--- config.mk ---
export PLATFORM = sky130hd
export DESIGN_NAME = aho_table_writer_flat
export DESIGN_NICKNAME = d
export VERILOG_FILES = /design/src/rtl/aho_table_writer_if.sv /design/src/rtl/aho_table_writer.sv /design/src/flat_wrapper.sv
export SDC_FILE = /design/constraint.sdc
export NUM_CORES = 1
export LEC_CHECK = 0
export CAP_MARGIN = 10
export CORE_UTILIZATION = 30
export DETAILED_ROUTE_END_ITERATION = 10
export PLACE_DENSITY_LB_ADDON = 0.3
export SLEW_MARGIN = 30
export SYNTH_ARGS = -nofsm -noshare
export SYNTH_HDL_FRONTEND = slang
export SYNTH_SLANG_ARGS = --single-unit
--- constraint.sdc ---
create_clock -name CLK -period 3.39 [get_ports CLK]
set_clock_uncertainty 0.05 [all_clocks]
set_input_delay 0.678 -clock CLK [delete_from_list [all_inputs] [get_ports CLK]]
set_output_delay 0.678 -clock CLK [all_outputs]
set_load 0.05 [all_outputs]
--- src/rtl/aho_table_writer_if.sv ---
// aho_table_writer_if
// Groups the host-side control and byte stream together with the table write
// bus of the Aho-Corasick table loader.
//   master : host / config side (drives START, IN_VALID, IN_DATA)
//   slave  : the table writer (drives IN_READY, WR_*, BUSY, DONE, ERR, GOTO_COUNT)
// Signals:
//   START       one-cycle load request
//   IN_VALID    IN_DATA holds a valid byte
//   IN_READY    writer accepts a byte this cycle
//   IN_DATA     stream byte
//   WR_EN       table write strobe
//   WR_SEL      target table: 0 current_state, 1 chara, 2 next_state, 3 failure
//   WR_ADDR     table entry index
//   WR_DATA     table write data
//   BUSY        writer is not idle
//   DONE        one-cycle pulse on successful completion
//   ERR         sticky error flag
//   GOTO_COUNT  number of goto entries of the current load
interface aho_table_writer_if #(
  parameter int ADDR_W  = 5,
  parameter int STATE_W = 8
);
  logic               START;
  logic               IN_VALID;
  logic               IN_READY;
  logic [STATE_W-1:0] IN_DATA;
  logic               WR_EN;
  logic [1:0]         WR_SEL;
  logic [ADDR_W-1:0]  WR_ADDR;
  logic [STATE_W-1:0] WR_DATA;
  logic               BUSY;
  logic               DONE;
  logic               ERR;
  logic [ADDR_W:0]    GOTO_COUNT;

  modport master (
    output START, IN_VALID, IN_DATA,
    input  IN_READY, WR_EN, WR_SEL, WR_ADDR, WR_DATA, BUSY, DONE, ERR, GOTO_COUNT
  );

  modport slave (
    input  START, IN_VALID, IN_DATA,
    output IN_READY, WR_EN, WR_SEL, WR_ADDR, WR_DATA, BUSY, DONE, ERR, GOTO_COUNT
  );
endinterface

--- src/rtl/aho_table_writer.sv ---
// aho_table_writer
// Parses a byte stream (goto count, goto triples, failure count, failure bytes)
// and fills the four Aho-Corasick table RAMs with one registered write per
// cycle. Goto entries beyond the loaded count are filled with INVALID_STATE in
// the current_state table, and unused failure entries are filled with 0, so a
// short load never leaves stale entries behind.
// Ports:
//   CLK  rising-edge system clock
//   RST  synchronous active-low reset
//   bus  aho_table_writer_if slave modport (stream in, table writes out, status)
module aho_table_writer #(
  parameter int                 DEPTH         = 32,
  parameter int                 ADDR_W        = 5,
  parameter int                 STATE_W       = 8,
  parameter int                 CHARA_W       = 4,
  parameter logic [STATE_W-1:0] INVALID_STATE = 8'hFF
) (
  input logic               CLK,
  input logic               RST,
  aho_table_writer_if.slave bus
);

  typedef enum logic [3:0] {
    IDLE,
    GCNT,
    GOTO,
    GFILL,
    FCNT,
    FAIL,
    FFILL,
    FIN,
    ERROR
  } state_e;

  // Counters are one bit wider than the address so a count of DEPTH fits.
  localparam logic [ADDR_W:0]    DEPTH_C = (ADDR_W+1)'(DEPTH);
  localparam logic [ADDR_W:0]    LAST_C  = (ADDR_W+1)'(DEPTH - 1);
  localparam logic [ADDR_W:0]    ONE_C   = (ADDR_W+1)'(1);
  localparam logic [STATE_W-1:0] DEPTH_B = STATE_W'(DEPTH);

  state_e             state_q, state_d;
  logic [ADDR_W:0]    entry_q, entry_d;
  logic [1:0]         field_q, field_d;
  logic [ADDR_W:0]    n_q, n_d;
  logic [ADDR_W:0]    m_q, m_d;
  logic               err_q, err_d;
  logic [ADDR_W:0]    goto_count_q, goto_count_d;
  logic               in_ready_q, in_ready_d;
  logic               busy_q, busy_d;
  logic               done_q, done_d;
  logic               wr_en_q, wr_en_d;
  logic [1:0]         wr_sel_q, wr_sel_d;
  logic [ADDR_W-1:0]  wr_addr_q, wr_addr_d;
  logic [STATE_W-1:0] wr_data_q, wr_data_d;

  logic               accept;
  logic [STATE_W-1:0] in_byte;
  logic               count_ok;
  logic               chara_ok;

  assign in_byte  = bus.IN_DATA;
  assign accept   = in_ready_q & bus.IN_VALID;
  // A count byte is legal only in 1..DEPTH.
  assign count_ok = (in_byte != '0) && (in_byte <= DEPTH_B);
  // A chara byte must fit in CHARA_W bits.
  assign chara_ok = (in_byte[STATE_W-1:CHARA_W] == '0);

  // Next-state and next-output logic. Every write and status output is
  // computed here and registered below, so the write bus changes exactly one
  // cycle after the accepting edge or fill step that produced it.
  always_comb begin
    state_d      = state_q;
    entry_d      = entry_q;
    field_d      = field_q;
    n_d          = n_q;
    m_d          = m_q;
    err_d        = err_q;
    goto_count_d = goto_count_q;
    wr_en_d      = 1'b0;
    wr_sel_d     = wr_sel_q;
    wr_addr_d    = wr_addr_q;
    wr_data_d    = wr_data_q;

    case (state_q)
      IDLE: begin
        if (bus.START) begin
          err_d        = 1'b0;
          goto_count_d = '0;
          state_d      = GCNT;
        end
      end

      GCNT: begin
        if (accept) begin
          if (count_ok) begin
            n_d          = in_byte[ADDR_W:0];
            goto_count_d = in_byte[ADDR_W:0];
            entry_d      = '0;
            field_d      = 2'd0;
            state_d      = GOTO;
          end else begin
            err_d   = 1'b1;
            state_d = ERROR;
          end
        end
      end

      GOTO: begin
        if (accept) begin
          if ((field_q == 2'd1) && !chara_ok) begin
            err_d   = 1'b1;
            state_d = ERROR;
          end else begin
            wr_en_d   = 1'b1;
            wr_sel_d  = field_q;
            wr_addr_d = entry_q[ADDR_W-1:0];
            wr_data_d = (field_q == 2'd1) ?
                        {{(STATE_W-CHARA_W){1'b0}}, in_byte[CHARA_W-1:0]} : in_byte;
            if (field_q == 2'd2) begin
              field_d = 2'd0;
              entry_d = entry_q + ONE_C;
              // entry_d already equals N, which is where the fill starts.
              if (entry_q == n_q - ONE_C) begin
                state_d = (n_q < DEPTH_C) ? GFILL : FCNT;
              end
            end else begin
              field_d = field_q + 2'd1;
            end
          end
        end
      end

      GFILL: begin
        wr_en_d   = 1'b1;
        wr_sel_d  = 2'd0;
        wr_addr_d = entry_q[ADDR_W-1:0];
        wr_data_d = INVALID_STATE;
        entry_d   = entry_q + ONE_C;
        if (entry_q == LAST_C) begin
          state_d = FCNT;
        end
      end

      FCNT: begin
        if (accept) begin
          if (count_ok) begin
            m_d     = in_byte[ADDR_W:0];
            entry_d = '0;
            state_d = FAIL;
          end else begin
            err_d   = 1'b1;
            state_d = ERROR;
          end
        end
      end

      FAIL: begin
        if (accept) begin
          wr_en_d   = 1'b1;
          wr_sel_d  = 2'd3;
          wr_addr_d = entry_q[ADDR_W-1:0];
          wr_data_d = in_byte;
          entry_d   = entry_q + ONE_C;
          if (entry_q == m_q - ONE_C) begin
            state_d = (m_q < DEPTH_C) ? FFILL : FIN;
          end
        end
      end

      FFILL: begin
        wr_en_d   = 1'b1;
        wr_sel_d  = 2'd3;
        wr_addr_d = entry_q[ADDR_W-1:0];
        wr_data_d = '0;
        entry_d   = entry_q + ONE_C;
        if (entry_q == LAST_C) begin
          state_d = FIN;
        end
      end

      FIN: begin
        state_d = IDLE;
      end

      ERROR: begin
        state_d = IDLE;
      end

      default: begin
        state_d = IDLE;
      end
    endcase
  end

  // Status outputs are decoded from the upcoming state so they are clean
  // flop outputs. DONE follows the FIN cycle, i.e. it pulses in the cycle
  // right after the final table write becomes visible.
  always_comb begin
    in_ready_d = (state_d == GCNT) || (state_d == GOTO) ||
                 (state_d == FCNT) || (state_d == FAIL);
    busy_d     = (state_d != IDLE);
    done_d     = (state_q == FIN);
  end

  // State and output registers with synchronous active-low reset. Reset only
  // clears the writer; the table memories keep whatever was already written.
  always_ff @(posedge CLK) begin
    if (!RST) begin
      state_q      <= IDLE;
      entry_q      <= '0;
      field_q      <= 2'd0;
      n_q          <= '0;
      m_q          <= '0;
      err_q        <= 1'b0;
      goto_count_q <= '0;
      in_ready_q   <= 1'b0;
      busy_q       <= 1'b0;
      done_q       <= 1'b0;
      wr_en_q      <= 1'b0;
      wr_sel_q     <= 2'd0;
      wr_addr_q    <= '0;
      wr_data_q    <= '0;
    end else begin
      state_q      <= state_d;
      entry_q      <= entry_d;
      field_q      <= field_d;
      n_q          <= n_d;
      m_q          <= m_d;
      err_q        <= err_d;
      goto_count_q <= goto_count_d;
      in_ready_q   <= in_ready_d;
      busy_q       <= busy_d;
      done_q       <= done_d;
      wr_en_q      <= wr_en_d;
      wr_sel_q     <= wr_sel_d;
      wr_addr_q    <= wr_addr_d;
      wr_data_q    <= wr_data_d;
    end
  end

  assign bus.IN_READY   = in_ready_q;
  assign bus.WR_EN      = wr_en_q;
  assign bus.WR_SEL     = wr_sel_q;
  assign bus.WR_ADDR    = wr_addr_q;
  assign bus.WR_DATA    = wr_data_q;
  assign bus.BUSY       = busy_q;
  assign bus.DONE       = done_q;
  assign bus.ERR        = err_q;
  assign bus.GOTO_COUNT = goto_count_q;

endmodule

--- src/flat_wrapper.sv ---
// flat-port wrapper written by rule: the top's interface ports become plain ports
module aho_table_writer_flat 
#(
  parameter int                 DEPTH         = 32,
  parameter int                 ADDR_W        = 5,
  parameter int                 STATE_W       = 8,
  parameter int                 CHARA_W       = 4,
  parameter logic [STATE_W-1:0] INVALID_STATE = 8'hFF
)
  (CLK, RST, bus_START, bus_IN_VALID, bus_IN_DATA, bus_IN_READY, bus_WR_EN, bus_WR_SEL, bus_WR_ADDR, bus_WR_DATA, bus_BUSY, bus_DONE, bus_ERR, bus_GOTO_COUNT);
  aho_table_writer_if #(.ADDR_W(ADDR_W), .STATE_W(STATE_W)) bus_i ();
  input logic CLK;
  input logic RST;
  input wire logic [$bits(bus_i.START)-1:0] bus_START;
  input wire logic [$bits(bus_i.IN_VALID)-1:0] bus_IN_VALID;
  input wire logic [$bits(bus_i.IN_DATA)-1:0] bus_IN_DATA;
  output wire logic [$bits(bus_i.IN_READY)-1:0] bus_IN_READY;
  output wire logic [$bits(bus_i.WR_EN)-1:0] bus_WR_EN;
  output wire logic [$bits(bus_i.WR_SEL)-1:0] bus_WR_SEL;
  output wire logic [$bits(bus_i.WR_ADDR)-1:0] bus_WR_ADDR;
  output wire logic [$bits(bus_i.WR_DATA)-1:0] bus_WR_DATA;
  output wire logic [$bits(bus_i.BUSY)-1:0] bus_BUSY;
  output wire logic [$bits(bus_i.DONE)-1:0] bus_DONE;
  output wire logic [$bits(bus_i.ERR)-1:0] bus_ERR;
  output wire logic [$bits(bus_i.GOTO_COUNT)-1:0] bus_GOTO_COUNT;
  assign bus_i.START = bus_START;
  assign bus_i.IN_VALID = bus_IN_VALID;
  assign bus_i.IN_DATA = bus_IN_DATA;
  assign bus_IN_READY = bus_i.IN_READY;
  assign bus_WR_EN = bus_i.WR_EN;
  assign bus_WR_SEL = bus_i.WR_SEL;
  assign bus_WR_ADDR = bus_i.WR_ADDR;
  assign bus_WR_DATA = bus_i.WR_DATA;
  assign bus_BUSY = bus_i.BUSY;
  assign bus_DONE = bus_i.DONE;
  assign bus_ERR = bus_i.ERR;
  assign bus_GOTO_COUNT = bus_i.GOTO_COUNT;
  aho_table_writer #(.DEPTH(DEPTH), .ADDR_W(ADDR_W), .STATE_W(STATE_W), .CHARA_W(CHARA_W), .INVALID_STATE(INVALID_STATE)) u_core (.CLK(CLK), .RST(RST), .bus(bus_i));
endmodule
==> flow_summary.ini <==
[synth]
syn_avg_cell_area_um2 = 8.33
ys_ff_latch = 50
synthDominantCellAreaShare_pct = 38.0
ys.flop_type = dfxtp_1
synth_largest_area_cell = dfxtp_1
netlist_instances = 316
syn_nets = 331
ys_seq_area_share_pct = 38.0
synth_cell_types = 49
ys_warn_count = 0
synth_edf_count = 0
synth.area.top_cells = dfxtp_1, nor2_1, mux2i_1
async_reset_ff_share_pct = 0
synthesis.area_mm2 = 0.00263

[final_layout]
synthToLayoutAreaGrowth_pct = 22.7
n_antenna_cell = 0
stdcell_area_mm2 = 0.00323
drive_gt1_share_pct = 7.63
fin_nets = 368

[route]
drtIter0Drc = 109
via_count = 2316
antenna_left = 0
drc = 0
first_pass_iters = 4
viasPerCell = 5.05
avgRoutedWirePerCell_um = 14.2
wirelength_um = 6540

[run_status]
status = completed

[setup_path]
cp-end-kind = flip-flop
crit_chain = clkdlybuf4s50_1 > or4_1 > o21ai_0 > and4bb_2 > o21ai_0 > nor3_1 > xnor2_1 > nor2_1
critPathLaunchType = input pin
critical-path-max-stage-delay_ns = 0.54
cp_max_fo = 5
worst-setup-path-type = in -> reg
critPathArrivalTime_ns = 3.03
critPathBufInv = 1
crit_top_cell = o21ai_0
cp_data_required_time_ns = 3.53
critPathTopFamily = simple AND/OR/NAND/NOR gates
cp_slowest_cell = or4_1

[power_and_ir_drop]
vdd_drop_max_mv = 0.171
p_per_area_mw_per_mm2 = 333
p_leak_nw = 1.19

[timing]
final.setup.tns_ns = 0
setup_viol = 0
maxSlewHeadroom_pct = 54.8
fin_crit_sh_pct = 85.3
hold_viol = 0
rsz0062_at_grt = false
max_freq_ghz = 0.346
drv_slew = 0
fin_crit_ns = 2.89
worst_pin_slew_ns = 0.676

[die]
die_h_um = 95.7
dieArea_mm2 = 0.00915
die_w_um = 95.7
placementRows = 33
io_pins = 38
start_util_pct = 31.5
core-area_mm2 = 0.00834

[clock_tree]
cts-root-buf = clkbuf_8
cts_sinks = 50
clock_latency_ns = 0.31
cts_resized = 0
htreeDepth = 2
cts_tree = done
cts_made_buffers = 5
cts_hold_buf = 0
clockBufferDepth = 2
clk_pin_slew_ns = 0.10
post_cts.repair.setup_buffers = 0

[placed_design]
place_area_mm2 = 0.00313
place_congestion = 0.888
dp_hpwl_um = 4820
io_buffer_count = 37

[grt]
grt_overflow = 0
grt_pass1_vias = 2185
grt_max_degree = 30
grt_pass1_wl_um = 10500
track_usage_pct = 15.0
antenna_found_initial = 0

[flow_run]
cap_violations = 0

[worst_hold_path]
hold_class = reg -> reg
final timing paths:
check	start	slack (ns)	cells after the start	end
worst max-delay path	bus_IN_DATA[2]	0.50	8	u_core.entry_q[5]
worst min-delay path	u_core.bus.WR_DATA[5]	0.45	2	u_core.bus.WR_DATA[5]
worst max register to register	u_core.state_q[2]	0.93	7	u_core.bus.IN_READY
worst min register to register	u_core.bus.WR_DATA[5]	0.45	2	u_core.bus.WR_DATA[5]
placed cells by master, fill, tap and decap left out, drive strengths merged, types with 3 or more instances in the layout:
master and count:
a211oi 10, a21oi 16, a22oi 6, a31oi 5, and2 3, and3 4
and3b 3, buf 11, clkbuf 5, clkdlybuf4s50 37, dfxtp 50, ha 3
inv 13, mux2i 16, nand2 13, nand2b 5, nand3 9, nand4 5
nor2 54, nor2b 10, nor3 11, nor3b 3, o21a 4, o21ai 8
o22ai 3, xnor2 16, xor2 6
state kept, by name, summed over array words and instances, names as in the netlist:
| signal | cells |
|---|---|
| u_core.field_q | 2 |
| u_core.bus.GOTO_COUNT | 6 |
| u_core.state_q | 4 |
| u_core.bus.ERR | 1 |
| u_core.bus.DONE | 1 |
| u_core.bus.WR_EN | 1 |
| u_core.bus.WR_DATA | 8 |
| u_core.m_q | 6 |
| u_core.n_q | 6 |
| u_core.entry_q | 6 |
| u_core.bus.BUSY | 1 |
| u_core.bus.IN_READY | 1 |
| u_core.bus.WR_ADDR | 5 |
| u_core.bus.WR_SEL | 2 |
report_power, final:
group	internal (mW)	total, mW	switching [mW]
registers	0.593	0.598	0.00500
clock network	0.149	0.367	0.218
logic	0.0418	0.109	0.0669
total	0.784	1.07	0.289
synthesized netlist by cell type, drive strengths merged, types with 3 or more instances:
master	instances
o22ai	3
ha	3
o21a	4
o21ai	8
a211oi	10
nor3	11
nand3	9
nor2	54
and2	3
nand2	13
and3b	3
inv	12
and3	4
nand4	5
nor3b	3
clkbuf	10
nor2b	10
nand2b	5
dfxtp	50
a21oi	16
a22oi	6
a31oi	5
mux2i	16
buf	8
xor2	6
xnor2	16
cell families (layout without fill, tap and decap cells):
| group | after synthesis | count (layout) | share of synthesized area, % |
|---|---|---|---|
| AND/OR/NAND/NOR | 131 | 131 | 25.8 |
| flip-flops | 50 | 50 | 38.0 |
| buffers and inverters | 30 | 68 | 4.80 |
| XOR/XNOR | 22 | 22 | 7.32 |
| multiplexers | 16 | 16 | 6.09 |
| adder cells (fa/ha/maj) | 3 | 3 | 1.43 |
| AO/OA/AOI/OAI | 64 | 64 | 16.5 |
layout make-up:
class                      count  area [um2]
inverter                      12        45.0
clock buffer                   5        68.8
fill                         878        5110
multi-input combinational    236        1500
clock inverter                 3        25.0
tap                          105         131
timing repair buffer          48         453
sequential                    50        1000
per-stage QoR:
stage               hold slack, ns  std cells  utilization (%)  total power [mW]  setup WS [ns]
floorplan                    0.434        316                -             0.674          0.729
global placement             0.437        451             37.6             0.720          0.225
detailed placement           0.434        451             37.6             0.720          0.140
CTS                          0.457        459             38.7              1.09          0.482
global route                 0.475        459             38.7              1.12          0.321
finish                       0.451        459             38.7              1.07          0.499
metal layers:
layer  vias to the layer above  wire (um)  GRT usage (%)  part of all wire [%]
li1                       1191          -              -                     -
met2                        60       2920           23.4                    45
met4                         0         85           5.22                   1.3
met1                      1059       3200           20.8                    49
met5                         -          0              0                     0
met3                         6        330           2.31                   5.0
worst reg2reg max path: stages, from the launching register on:
cell      delay (ns)
dfxtp_1         0.47
or4b_2          0.75
nor4_1          0.27
and3_1          0.23
a21o_1          0.10
a221oi_2        0.05
nand2b_4        0.19
o311ai_2        0.25
Note: power is estimated with default switching activity, not from simulation.
